<file path="config.mk">
export PLATFORM = sky130hd
export DESIGN_NAME = vending_param
export DESIGN_NICKNAME = d
export VERILOG_FILES = /design/src/rtl/vend_pkg.sv /design/src/rtl/vend_change_out.sv /design/src/rtl/vending_param.sv
export SDC_FILE = /design/constraint.sdc
export NUM_CORES = 1
export LEC_CHECK = 0
export BUFFER_PORTS_ARGS = -buffer_cell sky130_fd_sc_hd__buf_2
export CAP_MARGIN = 20
export CORE_MARGIN = 3
export CORE_UTILIZATION = 55
export DETAILED_ROUTE_END_ITERATION = 7
export PLACE_DENSITY = 0.77
export SLEW_MARGIN = 10
export SYNTH_ARGS = -nofsm -noshare
export SYNTH_HDL_FRONTEND = slang
export SYNTH_SLANG_ARGS = --single-unit
</file>
<file path="constraint.sdc">
create_clock -name clk -period 4.19 [get_ports clk]
set_input_delay 0.2095 -clock clk [delete_from_list [all_inputs] [get_ports clk]]
set_output_delay 0.2095 -clock clk [all_outputs]
set_load 0.01 [all_outputs]
</file>
<file path="src/rtl/vend_pkg.sv">
// Shared types for the vending controller: coin codes, FSM states and coin valuation.
package vend_pkg;

  typedef enum logic [1:0] {
    COIN_NONE = 2'b00,
    COIN_5    = 2'b01,
    COIN_10   = 2'b10,
    COIN_25   = 2'b11
  } coin_e;

  typedef enum logic {
    IDLE   = 1'b0,
    PAYOUT = 1'b1
  } state_e;

  // Coin code to value in 5-cent units.
  function automatic logic [2:0] coin_value(input logic [1:0] code);
    case (code)
      COIN_5:  coin_value = 3'd1;
      COIN_10: coin_value = 3'd2;
      COIN_25: coin_value = 3'd5;
      default: coin_value = 3'd0;
    endcase
  endfunction

endpackage

</file>
<file path="src/rtl/vend_change_out.sv">
// Change payout down-counter: emits one 10c or 5c coin per active cycle until empty.
module vend_change_out #(
  parameter int CREDIT_W = 6
) (
  input  logic                clk,
  input  logic                rst,
  input  logic                active,
  input  logic                load,
  input  logic [CREDIT_W-1:0] load_val,
  output logic                chg5,
  output logic                chg10,
  output logic                last
);

  logic [CREDIT_W-1:0] change_q;

  // Outputs depend only on registered state, so they are clean Moore pulses.
  assign chg10 = active && (change_q >= CREDIT_W'(2));
  assign chg5  = active && (change_q == CREDIT_W'(1));
  assign last  = active && (change_q <= CREDIT_W'(2));

  always_ff @(posedge clk or posedge rst) begin
    if (rst) begin
      change_q <= '0;
    end else if (load) begin
      change_q <= load_val;
    end else if (chg10) begin
      change_q <= change_q - CREDIT_W'(2);
    end else if (chg5) begin
      change_q <= change_q - CREDIT_W'(1);
    end
  end

endmodule

</file>
<file path="src/rtl/vending_param.sv">
// Parameterised vending controller with change payout.
// Optional refund-on-cancel is enabled by defining VEND_CANCEL_EN.
module vending_param
  import vend_pkg::*;
#(
  parameter int PRICE_UNITS = 4,
  parameter int CREDIT_W    = 6
) (
  input  logic                clk,
  input  logic                rst,
  input  logic [1:0]          coin,
  input  logic                cancel,
  output logic                dispense,
  output logic                chg5,
  output logic                chg10,
  output logic                busy,
  output logic                coin_rej,
  output logic [CREDIT_W-1:0] credit
);

  if ((2 ** CREDIT_W) <= (PRICE_UNITS + 4)) begin : g_credit_w_check
    $error("CREDIT_W too narrow to hold PRICE_UNITS + 4");
  end
  if ((PRICE_UNITS < 1) || (PRICE_UNITS > 31)) begin : g_price_check
    $error("PRICE_UNITS out of range 1..31");
  end

  localparam logic [CREDIT_W:0] PRICE_S = (CREDIT_W+1)'(PRICE_UNITS);

  state_e              state, state_nxt;
  logic [CREDIT_W-1:0] credit_q, credit_nxt;
  logic [CREDIT_W:0]   sum, change_amt;
  logic                load, last, cancel_hit, dispense_c, coin_rej_c;
  logic [CREDIT_W-1:0] load_val;

`ifdef VEND_CANCEL_EN
  assign cancel_hit = cancel && (state == IDLE) && (credit_q != '0);
`else
  logic unused_cancel;
  assign unused_cancel = cancel;
  assign cancel_hit    = 1'b0;
`endif

  assign sum        = {1'b0, credit_q} + (CREDIT_W+1)'(coin_value(coin));
  assign change_amt = sum - PRICE_S;

  always_ff @(posedge clk or posedge rst) begin
    if (rst) begin
      state    <= IDLE;
      credit_q <= '0;
    end else begin
      state    <= state_nxt;
      credit_q <= credit_nxt;
    end
  end

  always_comb begin
    state_nxt  = state;
    credit_nxt = credit_q;
    load       = 1'b0;
    load_val   = '0;
    dispense_c = 1'b0;
    coin_rej_c = 1'b0;
    case (state)
      IDLE: begin
        if (cancel_hit) begin
          // A coin arriving with cancel is bounced; only prior credit is refunded.
          coin_rej_c = (coin != COIN_NONE);
          load       = 1'b1;
          load_val   = credit_q;
          credit_nxt = '0;
          state_nxt  = PAYOUT;
        end else if (coin != COIN_NONE) begin
          if (sum >= PRICE_S) begin
            dispense_c = 1'b1;
            load       = 1'b1;
            load_val   = change_amt[CREDIT_W-1:0];
            credit_nxt = '0;
            if (change_amt != '0) state_nxt = PAYOUT;
          end else begin
            credit_nxt = sum[CREDIT_W-1:0];
          end
        end
      end
      PAYOUT: begin
        coin_rej_c = (coin != COIN_NONE);
        if (last) state_nxt = IDLE;
      end
      default: state_nxt = IDLE;
    endcase
  end

  vend_change_out #(.CREDIT_W(CREDIT_W)) u_change_out (
    .clk      (clk),
    .rst      (rst),
    .active   (state == PAYOUT),
    .load     (load),
    .load_val (load_val),
    .chg5     (chg5),
    .chg10    (chg10),
    .last     (last)
  );

  // Mealy outputs are gated so reset silences them without waiting for a clock.
  assign dispense = dispense_c & ~rst;
  assign coin_rej = coin_rej_c & ~rst;
  assign busy     = (state == PAYOUT);
  assign credit   = credit_q;

endmodule

</file>
==> impl_results.md <==
* Status: finished clean
* Setup crit start: credit[0]
* Die Y at 51.9 um
* Initial antenna violation count at 0
* Core Rows at 15
* Hold_sp: coin[0]
* Pins Over Slew Limit at 0
* Clock tree root buffer cell: clkbuf_4
* Most common cell in the netlist: dfrtp_1
* Sequential cell area at 325 um^2
* Pwr/cell area at 496 mW/mm^2
* Post-synthesis sequential area ratio at 0.281
* Clock Pin Slew Worst Setup and Hold Paths at 0.09 ns
* Fill cells at 153
* Clock sink count at 13
* Vias in the first global route at 884
* Worst slew pin tran at 0.585 ns
* Synth top area share at 0.281
* Initial core utilization at 0.624
* Maximum VDD drop at 306 uV
* 1st-iter DRT viols at 13
* #FFs+latches synth at 13
* Ys Warns at 0
* Area contributors post-synth: dfrtp_1 (28%), ha_1 (12%), o21ai_0 (3.9%), xnor2_1 (3.8%), nand2_1 (3.2%)
* First-pass GRT wire length at 4.00 mm
* RR Startpoint: credit[0]
* Drt pass-1 iters at 4
* DR WL/cell at 13.6 um
* Worst skew pair latency at 0.29 ns
* Max clock buf depth at 2
* Routed WL at 2.30 mm
* Detailed Place HPWL at 1.78 mm
* Slew HR at 0.607
* Via count at 982
* # setup viols final at 0
* Gpl congestion at 0.863
* Setup TNS Final at 0 ns
* Fin nets at 162
* Fmax at 301 MHz
* Area delta synth->final at 6.91%
* Worst Clk Skew at 0.00244 ns
* Min cycle time layout at 3.32 ns
* Total GRT Usage at 0.197
* I/O Buffers at 14
* Top Ports at 16
* Placed cell count at 164
* CTS Buf Count at 3
* Global route total overflow at 0
* CP startpoint kind: flip-flop
* Routed Antenna Nets at 0
* Critical path class: flip-flop to primary output
* Number of H-tree levels at 1
* # diodes at 0
* CP arrival at 3.11 ns
* Final period util at 0.793
* Share of post-route cells with drive strength above 1 at 0.174
* Unique cell type count in the Yosys netlist at 45
* Cells after Synth at 134
* Yosys top cell by area: dfrtp_1
* Hold Vio Cnt, Final at 0
* Max Fanout on Critical Path at 8
* Die width at 51.9 um
* Async SR Flop Fraction at 1.00
* Leak at 0.560 nW
* RSZ-0062 raised after global routing: no
* Finished Layout Cells at 169
* CORE AREA at 0.00186 mm^2
* Net count after synthesis at 151
* Avg Cell Area, Syn at 8.65 um^2
* Post-synth EDFFs at 0
* Total Power at 615 uW
* DRC Markers at 0
* Area occupied by multi-input gates at 746 um^2
* CTS tree: done
* Worst hold-check path type: primary input to flip-flop
* Die area at 0.00269 mm^2
* Worst path required time at 3.98 ns
* Vias/cell at 5.81
* Cell Area, Synth at 0.00116 mm^2
* Synth Flop Type: dfrtp_1
* Largest net degree at the start of global routing at 14
* Post-synth top cells: dfrtp_1 (13), ha_1 (11), nand2_1 (10)
* Max_cap viols at 0
* Setup crit end kind: primary output
* Final core occ at 0.667
==> critical path, cell delays in order, from the launching register on <==
cell	delay (ns)
dfrtp_1	0.41
ha_1	0.23
fa_1	0.50
xor2_1	0.43
ha_1	0.23
nand2_1	0.06
nor4_1	0.54
nor3_1	0.13
nor3_1	0.14
buf_2	0.15
==> path summary, 6_finish.rpt <==
path,to,slack [ns],cells after the start
min in group asynchronous,u_change_out.change_q[0],0.51,3
hold / removal,credit[0],0.42,4
max in group asynchronous,credit[4],3.34,3
setup reg to reg,u_change_out.change_q[3],0.94,8
hold reg to reg,credit[2],0.53,1
setup / recovery,dispense,0.87,9
==> layout by cell type (no fill, tap or decap), types with 5 or more instances in the layout <==
cell      n
a21oi_1   5
buf_2    14
dfrtp_1  13
ha_1     11
inv_1     8
nand2_1  10
nor2_1    8
nor3_1    5
o21ai_0   9
xnor2_1   5
==> registers in the layout, indices dropped and copies added, names as in the netlist <==
name and cells:
credit 6, busy 1, u_change_out.change_q 6
==> area by class of cell <==
type | count | share of cell area
multi-input combinational | 104 | 0.602
sequential | 13 | 0.263
timing repair buffer | 15 | 0.0646
tap | 25 | 0.0253
inverter | 8 | 0.0242
clock buffer | 4 | 0.0212
==> report_power, final <==
group | total [mW] | leakage, nW | internal (mW) | switching [mW]
Sequential | 0.216 | 0.163 | 0.166 | 0.0499
Clock | 0.0846 | 0.0150 | 0.0370 | 0.0476
Combinational | 0.315 | 0.382 | 0.150 | 0.165
Total | 0.615 | 0.560 | 0.353 | 0.262
==> cells by family (layout without fill, tap and decap cells) <==
family / Yosys count / in the layout / synth area share
AND/OR/NAND/NOR: 47 / 47 / 0.210
AO/OA/AOI/OAI: 31 / 31 / 0.181
buffers and inverters: 17 / 27 / 0.0756
flip-flops: 13 / 13 / 0.281
adder cells (fa/ha/maj): 12 / 12 / 0.136
XOR/XNOR: 9 / 9 / 0.0680
multiplexers: 5 / 5 / 0.0486
==> routing by layer <==
metal | vias to the layer above | track usage | part of all wire
li1 | 485 | - | -
met1 | 470 | 0.269 | 0.49
met2 | 25 | 0.305 | 0.45
met3 | 2 | 0.0630 | 0.057
met4 | 0 | 0.0393 | 0.0061
met5 | - | 0 | 0
==> repair_timing <==
action,in CTS,in global routing
setup buffers,0,0
hold buffers,1,0
endpoints found under the hold margin,13,0
resized for setup,0,0
==> stage by stage <==
stage	hold slack (ns)	area, um^2	setup slack (ns)
6_report	0.419	1240	0.868
5_1_grt	0.483	1240	0.621
4_1_cts	0.419	1240	0.864
3_5_place_dp	0.293	1200	0.917
3_3_place_gp	0.284	1200	1.04
2_1_floorplan	0.0865	1160	1.41
Note: power is estimated with default switching activity, not from simulation.
